File: src/rtl/ysyx_22040088_memarb.sv
// Shares one memory port between IFU and LSU with at most one transaction outstanding.
// Define YSYX_22040088_MEMARB_RR_EN for round-robin arbitration; otherwise the LSU has fixed priority.
module ysyx_22040088_memarb #(
  parameter int unsigned ADDR_W = 64
) (
  input  logic              clk,
  input  logic              rst_n,
  input  logic              if_req,
  input  logic [ADDR_W-1:0] if_addr,
  output logic              if_ready,
  output logic              if_rvalid,
  output logic [63:0]       if_rdata,
  input  logic              ls_req,
  input  logic              ls_wen,
  input  logic [3:0]        ls_mask,
  input  logic [ADDR_W-1:0] ls_addr,
  input  logic [63:0]       ls_wdata,
  output logic              ls_ready,
  output logic              ls_rvalid,
  output logic [63:0]       ls_rdata,
  output logic              ls_err,
  output logic              mem_req,
  output logic              mem_wen,
  output logic [ADDR_W-1:0] mem_addr,
  output logic [63:0]       mem_wdata,
  output logic [7:0]        mem_wstrb,
  input  logic              mem_gnt,
  input  logic              mem_rvalid,
  input  logic [63:0]       mem_rdata
);

  localparam int unsigned DATA_W = 64;
  localparam int unsigned STRB_W = 8;

  localparam logic [1:0] S_IDLE = 2'd0;
  localparam logic [1:0] S_REQ  = 2'd1;
  localparam logic [1:0] S_WAIT = 2'd2;
  localparam logic [1:0] S_ERR  = 2'd3;

  localparam logic [ADDR_W-1:0] WORD_MASK = ~ADDR_W'(7);

  logic [1:0]        state, state_d;
  logic              own_ls, own_ls_d;
  logic              bad, bad_d;
  logic              if_ready_d, if_rvalid_d, ls_ready_d, ls_rvalid_d, ls_err_d;
  logic              mem_req_d, mem_wen_d;
  logic [DATA_W-1:0] if_rdata_d, ls_rdata_d, mem_wdata_d;
  logic [ADDR_W-1:0] mem_addr_d;
  logic [STRB_W-1:0] mem_wstrb_d;

  logic              pick_ls_c, pick_if_c, illegal_c;
  logic [2:0]        off_c;
  logic [STRB_W-1:0] strb_c;

  // Size decode: byte-lane strobe and alignment check for the LSU request
  always_comb begin
    off_c     = ls_addr[2:0];
    strb_c    = 8'h00;
    illegal_c = 1'b1;
    case (ls_mask)
      4'b0001: begin strb_c = 8'hFF; illegal_c = (off_c != 3'd0);      end
      4'b0010: begin strb_c = 8'h0F; illegal_c = (off_c[1:0] != 2'd0); end
      4'b0100: begin strb_c = 8'h03; illegal_c = off_c[0];             end
      4'b1000: begin strb_c = 8'h01; illegal_c = 1'b0;                 end
      default: ;
    endcase
    strb_c = strb_c << off_c;
  end

`ifdef YSYX_22040088_MEMARB_RR_EN
  logic last_ifu, last_ifu_d;
  assign pick_ls_c = ls_req && (!if_req || last_ifu);
`else
  assign pick_ls_c = ls_req;
`endif
  assign pick_if_c = if_req && !pick_ls_c;

  // Next-state and registered-output values
  always_comb begin
    state_d     = state;
    own_ls_d    = own_ls;
    bad_d       = bad;
    if_ready_d  = 1'b0;
    ls_ready_d  = 1'b0;
    if_rvalid_d = 1'b0;
    ls_rvalid_d = 1'b0;
    ls_err_d    = 1'b0;
    if_rdata_d  = if_rdata;
    ls_rdata_d  = ls_rdata;
    mem_req_d   = mem_req;
    mem_wen_d   = mem_wen;
    mem_addr_d  = mem_addr;
    mem_wdata_d = mem_wdata;
    mem_wstrb_d = mem_wstrb;
`ifdef YSYX_22040088_MEMARB_RR_EN
    last_ifu_d  = last_ifu;
`endif
    case (state)
      S_IDLE: begin
        // A ready pulse marks the accept cycle; the request is launched one cycle later
        if (if_ready || ls_ready) begin
          if (bad) begin
            state_d     = S_ERR;
            ls_rvalid_d = 1'b1;
            ls_err_d    = 1'b1;
            ls_rdata_d  = '0;
          end else begin
            state_d   = S_REQ;
            mem_req_d = 1'b1;
          end
        end else if (pick_ls_c) begin
          ls_ready_d  = 1'b1;
          own_ls_d    = 1'b1;
          bad_d       = illegal_c;
          mem_addr_d  = ls_addr & WORD_MASK;
          mem_wen_d   = ls_wen;
          mem_wstrb_d = ls_wen ? strb_c : 8'h00;
          mem_wdata_d = ls_wdata << {off_c, 3'b000};
`ifdef YSYX_22040088_MEMARB_RR_EN
          last_ifu_d  = 1'b0;
`endif
        end else if (pick_if_c) begin
          if_ready_d  = 1'b1;
          own_ls_d    = 1'b0;
          bad_d       = 1'b0;
          mem_addr_d  = if_addr & WORD_MASK;
          mem_wen_d   = 1'b0;
          mem_wstrb_d = 8'h00;
          mem_wdata_d = '0;
`ifdef YSYX_22040088_MEMARB_RR_EN
          last_ifu_d  = 1'b1;
`endif
        end
      end
      S_REQ: begin
        if (mem_gnt) begin
          state_d   = S_WAIT;
          mem_req_d = 1'b0;
        end
      end
      S_WAIT: begin
        if (mem_rvalid) begin
          state_d = S_IDLE;
          if (own_ls) begin
            ls_rvalid_d = 1'b1;
            ls_rdata_d  = mem_rdata;
          end else begin
            if_rvalid_d = 1'b1;
            if_rdata_d  = mem_rdata;
          end
        end
      end
      default: state_d = S_IDLE;
    endcase
  end

  always_ff @(posedge clk) begin
    if (!rst_n) begin
      state     <= S_IDLE;
      own_ls    <= 1'b0;
      bad       <= 1'b0;
      if_ready  <= 1'b0;
      ls_ready  <= 1'b0;
      if_rvalid <= 1'b0;
      ls_rvalid <= 1'b0;
      ls_err    <= 1'b0;
      if_rdata  <= '0;
      ls_rdata  <= '0;
      mem_req   <= 1'b0;
      mem_wen   <= 1'b0;
      mem_addr  <= '0;
      mem_wdata <= '0;
      mem_wstrb <= '0;
`ifdef YSYX_22040088_MEMARB_RR_EN
      last_ifu  <= 1'b1;
`endif
    end else begin
      state     <= state_d;
      own_ls    <= own_ls_d;
      bad       <= bad_d;
      if_ready  <= if_ready_d;
      ls_ready  <= ls_ready_d;
      if_rvalid <= if_rvalid_d;
      ls_rvalid <= ls_rvalid_d;
      ls_err    <= ls_err_d;
      if_rdata  <= if_rdata_d;
      ls_rdata  <= ls_rdata_d;
      mem_req   <= mem_req_d;
      mem_wen   <= mem_wen_d;
      mem_addr  <= mem_addr_d;
      mem_wdata <= mem_wdata_d;
      mem_wstrb <= mem_wstrb_d;
`ifdef YSYX_22040088_MEMARB_RR_EN
      last_ifu  <= last_ifu_d;
`endif
    end
  end

endmodule

File: config.mk
export PLATFORM = sky130hd
export DESIGN_NAME = ysyx_22040088_memarb
export DESIGN_NICKNAME = d
export VERILOG_FILES = /design/src/rtl/ysyx_22040088_memarb.sv
export SDC_FILE = /design/constraint.sdc
export NUM_CORES = 1
export LEC_CHECK = 0
export ABC_AREA = 1
export CORE_AREA = 3 3 207 209
export DETAILED_ROUTE_END_ITERATION = 10
export DIE_AREA = 0 0 210 212
export REMOVE_ABC_BUFFERS = 1
export SYNTH_ARGS = -nofsm -noshare
export SYNTH_HDL_FRONTEND = slang
export SYNTH_SLANG_ARGS = --single-unit
File: constraint.sdc
create_clock -name clk -period 3.3 [get_ports clk]
set_clock_uncertainty 0.1 [all_clocks]
set_input_delay 0.495 -clock clk [delete_from_list [all_inputs] [get_ports clk]]
set_output_delay 0.495 -clock clk [all_outputs]
set_load 0.005 [all_outputs]
==> summary.md, run 1 <==
| Metric | Value |
|---|---|
| Final setup viols | `0` |
| Die height | `212 µm` |
| Vias in the first global route | `12000` |
| CTS hold repair buffers | `0` |
| RR Startpoint | `state[0]` |
| Seq/Total Area, Yosys | `45.8%` |
| Mapped Cells | `1580` |
| Final Slew Violations | `0` |
| Fraction of layout cells with a size suffix above 1 | `7.17%` |
| Hold EP | `ls_rdata[7]` |
| Final period util | `68.1%` |
| Flop2flop setup slack | `1050 ps` |
| RR Endpoint | `if_rdata[15]` |
| Chip width | `210 µm` |
| Worst Max-Slew Pin Slew | `851 ps` |
| Synth top area share | `45.8%` |
| Clk pin slew, worst setup/hold paths | `60 ps` |
| Final Power | `10.4 mW` |
| Clk root buf | `clkbuf_16` |
| Number of buffers and inverters on the critical path | `4` |
| Critical Path End Type | `flop` |
| Post-CTS Setup Bufs | `0` |
| Synth top area cells | `dfxtp_1 (46%), nand2_1 (14%), o21ai_0 (5.5%), nand3_1 (5.0%), inv_1 (4.0%)` |
| PortBufs | `531` |
| CP max stage cell | `inv_2` |
| Syn_area_per_cell | `7.53 µm²` |
| Leakage | `7.39 nW` |
| WP data required | `3600 ps` |
| Crit-path cells | `nor2_4, inv_2, nor3_2, inv_2, nor2_8, inv_2, buf_4, o21ai_1` |
| Final hold vios | `0` |
| Distinct cells, synth | `37` |
| Syn. warnings | `0` |
| Cts repair resizes | `0` |
| Initial antenna violation count | `4` |
| Final #Nets | `2306` |
| Area Overhead vs Synth | `56.8%` |
| All-Layer GR Usage | `19.8%` |
| Critical Path Stages | `8` |
| Number of synthesized register bits | `272` |
| Setup_tns | `0 ps` |
| Worst EP arrival | `2550 ps` |
| Status | `complete, no violations` |
| Syn Std Cell Area | `11900 µm²` |
| Antenna Violating Nets Remaining | `0` |
| Detailed Routing Iterations Pass 1 | `6` |
| First-pass GRT wire length | `69.5 mm` |
| Hold/Removal Path Class | `in2reg` |
| Iteration-0 DRC Markers | `961` |
| Largest net degree at the start of global routing | `134` |
| Most used cell, CP | `inv_2` |
| Cell Pwr Density | `559 nW/µm²` |
| DR vias/cell | `4.87` |
| Reg2Reg Depth | `8` |
| Commonest non-fill, non-tap cell in the layout | `clkdlybuf4s50_1` |
| Initial core utilization | `29.0%` |
| Die ar. | `44500 µm²` |
| Worst IR Drop VDD | `347 µV` |
| # IOs | `538` |
| # fillers | `4044` |
| Gpl congestion | `0.867` |
| Final Hold Slack | `207 ps` |
| Max FO, Critical Path | `37` |
| CTS tree | `yes` |
| Final core utilization | `45.5%` |
| CP peak stage delay | `620 ps` |
| WL per Instance | `18.1 µm` |
| Yosys top cell by area | `dfxtp_1` |
| GR Overflow Total | `0` |
| CP Class | `reg2reg` |
| Hpwl dp | `33.4 mm` |
| WL final | `47.0 mm` |
| Min Tclk post-route | `2250 ps` |
| Max Cap Violations | `0` |
| Worst hold stages | `3` |
| CTS H-tree depth | `2` |
| Clk sink count | `272` |
| Crit path max-delay family | `buffers and inverters` |
| Min-delay src | `rst_n` |
| Startpoint Class | `flop` |
| CTS buffer count | `34` |
| Clock buffer depth | `3` |
| Core box area | `41000 µm²` |
| Number of vias in the routed layout | `12700` |
| DRC Markers | `0` |
| Row count | `74` |
| Clock insertion delay at the later pin of the skew report | `520 ps` |
| Most frequent cells in the layout | `clkdlybuf4s50_1 (527), nand2_1 (455), dfxtp_1 (272), o21ai_0 (131), inv_1 (125)` |
| Slew headroom | `43.2%` |
| RSZ-0062 raised after global routing | `no` |
| FMAX | `445 MHz` |
-- worst max path at each step --
stage	slack, ps	end	from
3_3_place_gp	610	if_rdata[15]	mem_rvalid
2_1_floorplan	-1030	ls_rdata[57]	state[0]
3_5_place_dp	580	if_rdata[15]	mem_rvalid
4_1_cts	1030	if_rdata[15]	state[0]
6_report	1050	if_rdata[15]	state[0]
5_1_grt	870	ls_rdata[1]	state[1]
-- synthesized netlist by cell type --
cell	count
a32oi_1	1
inv_1	126
nor2_4	2
nor3_2	1
a2111oi_0	1
nor3_1	5
a31oi_1	61
clkbuf_1	72
clkinv_1	1
or2_2	1
buf_1	7
o22ai_1	3
buf_2	40
nor2_8	1
o21ai_2	31
o21a_1	1
a2bb2oi_1	2
a21oi_1	48
inv_2	10
buf_6	4
o21ai_0	131
nand3_1	120
dfxtp_1	272
o211ai_1	18
o32ai_1	37
nand2_2	1
nor2_1	46
a211oi_1	1
mux2i_1	11
o21ai_1	20
nor2_2	1
a22oi_1	17
a221oi_1	1
conb_1	1
nand2_1	457
buf_4	8
o32ai_2	20
-- registers in the layout (all words and copies together) (netlist names), 2 cells and up --
signal     count
if_rdata      64
ls_rdata      64
state          2
mem_addr      61
mem_wdata     64
mem_wstrb      8
-- cell families (layout without fill, tap and decap cells) --
kind of cell           Yosys count  in the layout  share of synthesized area (%)
buffers and inverters          268            750                           9.38
multiplexers                    11             11                          0.925
flip-flops                     272            272                           45.8
AND/OR/NAND/NOR                635            635                           21.7
AO/OA/AOI/OAI                  393            393                           22.2
other                            1              7                         0.0315
-- where the power goes --
| group | internal (mW) | total (mW) | leakage (nW) | switching (mW) |
|---|---|---|---|---|
| registers | 3.68 | 3.88 | 2.21 | 0.209 |
| logic | 1.30 | 2.75 | 4.62 | 1.45 |
| clock network | 2.35 | 3.80 | 0.566 | 1.45 |
-- final cells by class --
| type | instances | area (µm²) | share of cell area [%] |
|---|---|---|---|
| inverters | 137 | 515 | 2.76 |
| multi-input cells | 1042 | 5360 | 28.7 |
| diodes | 4 | 10.0 | 0.0536 |
| well taps | 532 | 666 | 3.57 |
| repair buffers | 552 | 5520 | 29.6 |
| clock buffers | 50 | 1000 | 5.37 |
| clock inverters | 11 | 141 | 0.758 |
| flip-flops and latches | 272 | 5450 | 29.2 |
-- per-stage QoR --
stage	area, µm²	worst slack (ps)	std cells
finish	18700	1050	2600
global placement	17500	609	2535
CTS	18600	1030	2596
global route	18700	873	2599
floorplan	11300	-1030	1451
detailed placement	17500	580	2535
-- worst min-delay path, delay by kind of cell --
family	cells	cell delay (ps)
buffers and inverters	1	140
AND/OR/NAND/NOR	1	70
AO/OA/AOI/OAI	1	50
-- metal layers --
metal,vias up,GRT usage [%],routed length [µm]
met5,-,0,0
met4,0,6.91,1450
met3,74,5.71,3780
met2,527,35.2,23100
met1,5842,22.9,18700
li1,6211,-,-
Note: power is estimated with default switching activity, not from simulation.
==> run 2, diff against run 1 <==
--- a/config.mk
+++ b/config.mk
@@ -6,9 +6,9 @@
 export NUM_CORES = 1
 export LEC_CHECK = 0
 export ABC_AREA = 1
-export CORE_AREA = 3 3 207 209
+export CORE_AREA = 3 3 210 212
 export DETAILED_ROUTE_END_ITERATION = 10
-export DIE_AREA = 0 0 210 212
+export DIE_AREA = 0 0 213 215
 export REMOVE_ABC_BUFFERS = 1
 export SYNTH_ARGS = -nofsm -noshare
 export SYNTH_HDL_FRONTEND = slang
==> constraint.sdc (replaced) <==
create_clock -name clk -period 1.9 [get_ports clk]
set_clock_uncertainty 0.1 [all_clocks]
set_input_delay 0.285 -clock clk [delete_from_list [all_inputs] [get_ports clk]]
set_output_delay 0.285 -clock clk [all_outputs]
set_load 0.005 [all_outputs]
==> run 2 against run 1 <==
Effect of this change:
- via count up 1.6%
- first-iteration DRC count down 0.83%
- largest cell class unchanged
- final area up 3.2%
- critical path type is now reg2out
- register-to-register slack worse by 890 ps
- global-route usage down 0.21 points
- setup slack worse by 1000 ps
- clock-buffer cell count down 10
- non-clock buffer count up 53
==> summary.md, run 2 (same netlist as run 1, synthesis figures left out) <==
| Metric | Value |
|---|---|
| Worst hold stages | `3` |
| Worst EP arrival | `1460 ps` |
| Final #Nets | `2356` |
| Number of buffers and inverters on the critical path | `1` |
| RSZ-0062 raised after global routing | `yes` |
| Clock buffer depth | `3` |
| WL per Instance | `18.0 µm` |
| DRC Markers | `0` |
| Post-CTS Setup Bufs | `0` |
| CP max stage cell | `clkdlybuf4s50_1` |
| Fin worst setup slack | `52.1 ps` |
| Clk pin slew, worst setup/hold paths | `60 ps` |
| Crit-path cells | `clkdlybuf4s50_1` |
| # fillers | `4159` |
| Worst IR Drop VDD | `753 µV` |
| Gpl congestion | `0.880` |
| WL final | `47.7 mm` |
| Die height | `215 µm` |
| Largest net degree at the start of global routing | `85` |
| CTS tree | `yes` |
| Clock insertion delay at the later pin of the skew report | `560 ps` |
| Status | `complete, no violations` |
| Initial antenna violation count | `8` |
| DR vias/cell | `4.84` |
| WP data required | `1510 ps` |
| CTS H-tree depth | `1` |
| Final period util | `97.3%` |
| GR Overflow Total | `0` |
| Fraction of layout cells with a size suffix above 1 | `9.85%` |
| FMAX | `541 MHz` |
| Detailed Routing Iterations Pass 1 | `5` |
| Final setup viols | `0` |
| Critical Path End Type | `primary output` |
| Clk root buf | `clkbuf_16` |
| Min Tclk post-route | `1850 ps` |
| Hold/Removal Path Class | `in2reg` |
| Crit path max-delay family | `buffers and inverters` |
| First-pass GRT wire length | `71.2 mm` |
| All-Layer GR Usage | `19.6%` |
| Commonest non-fill, non-tap cell in the layout | `clkdlybuf4s50_1` |
| Leakage | `8.01 nW` |
| Final core utilization | `45.7%` |
| Final Hold Slack | `57.6 ps` |
| Hpwl dp | `35.7 mm` |
| CP Class | `reg2out` |
| Max Cap Violations | `0` |
| Core box area | `42100 µm²` |
| Row count | `75` |
| Number of vias in the routed layout | `12900` |
| Die ar. | `45800 µm²` |
| CTS buffer count | `31` |
| # IOs | `538` |
| Area Overhead vs Synth | `61.8%` |
| Vias in the first global route | `12400` |
| Reg2Reg Depth | `10` |
| RR Endpoint | `mem_wdata[44]` |
| CTS hold repair buffers | `0` |
| PortBufs | `531` |
| Flop2flop setup slack | `160 ps` |
| Pre-CTS WS | `-29.1 ps` |
| Cell Pwr Density | `956 nW/µm²` |
| Clk sink count | `272` |
| Antenna Violating Nets Remaining | `0` |
| RR Startpoint | `state[1]` |
| Final Slew Violations | `0` |
| Chip width | `213 µm` |
| Final hold vios | `0` |
| CP peak stage delay | `570 ps` |
| Initial core utilization | `28.2%` |
| Most frequent cells in the layout | `clkdlybuf4s50_1 (499), nand2_1 (454), dfxtp_1 (265), o21ai_0 (131), inv_1 (125)` |
| Startpoint Class | `flop` |
| Min-delay src | `rst_n` |
| Max FO, Critical Path | `2` |
| Hold EP | `mem_wstrb[3]` |
| Iteration-0 DRC Markers | `953` |
| Biggest regs | `if_rdata (64), ls_rdata (64), mem_wdata (64)` |
## run 2: cell count changes in the layout (fill, tap and decap cells not counted), moves of 3 or more
cell / previous run / this run
buf_4: 16 / 53
buf_12: 5 / 21
clkdlybuf4s50_1: 527 / 499
dlymetal6s2s_1: 0 / 14
bufinv_16: 3 / 6
clkbuf_16: 35 / 31
dfxtp_2: 0 / 7
dfxtp_1: 272 / 265
dlygate4sd2_1: 0 / 14
clkbuf_1: 8 / 4
## run 2: where the power goes
group | leakage, nW | internal (mW) | switching [mW] | total, mW
sequential | 2.22 | 6.39 | 0.387 | 6.78
combinational | 5.26 | 2.58 | 2.61 | 5.19
clock | 0.540 | 3.99 | 2.45 | 6.44
## run 2: area by class of cell
cell class / instances / area, µm² / area share (%)
well taps: 539 / 674 / 3.50
clock inverters: 16 / 243 / 1.26
multi-input cells: 1042 / 5360 / 27.8
flip-flops and latches: 272 / 5450 / 28.3
diodes: 4 / 10.0 / 0.0520
inverters: 137 / 515 / 2.68
repair buffers: 605 / 6140 / 31.9
clock buffers: 40 / 860 / 4.46
## run 2: worst max-delay path by stage
stage | startpoint | to | slack [ps] | cells past startpoint
finish | mem_wstrb[0] | mem_wstrb[0] | 50 | 1
global route | state[0] | mem_wdata[44] | -9 | 10
CTS | mem_wstrb[1] | mem_wstrb[1] | 0.002 | 1
detailed placement | ls_mask[3] | bad | -30 | 10
global placement | ls_mask[3] | mem_wstrb[4] | -20 | 11
floorplan | state[0] | ls_rdata[57] | -2430 | 9
## run 2: metrics by stage
stage          total power [mW]  area, µm²  TNS, ps  instances
2_1_floorplan              8.67      11300  -320730       1451
3_3_place_gp               12.1      18100    -63.4       2595
3_5_place_dp               12.1      18100    -38.0       2595
4_1_cts                    18.6      19200        0       2651
5_1_grt                    19.4      19300    -10.4       2655
6_report                   18.4      19300        0       2655
## run 2: timing repair
action	4_1_cts	5_1_grt
pin swaps	0	0
setup endpoints to repair	21	17
resized for setup	21	15
## run 2: per-layer routing
| layer | up-vias | wire [µm] | global-route usage (%) |
|---|---|---|---|
| met2 | 511 | 23300 | 34.3 |
| met1 | 5936 | 18300 | 21.8 |
| met5 | - | 54 | 0 |
| met3 | 88 | 4390 | 5.96 |
| met4 | 8 | 1750 | 8.43 |
| li1 | 6317 | - | - |
==> run 3, diff against run 2 <==
--- a/config.mk
+++ b/config.mk
@@ -9,6 +9,7 @@
 export CORE_AREA = 3 3 210 212
 export DETAILED_ROUTE_END_ITERATION = 10
 export DIE_AREA = 0 0 213 215
+export GPL_ROUTABILITY_DRIVEN = 0
 export REMOVE_ABC_BUFFERS = 1
 export SYNTH_ARGS = -nofsm -noshare
 export SYNTH_HDL_FRONTEND = slang
==> results of run 3 <==
No change in the layout: final DEF, timing and power equal those of run 2.
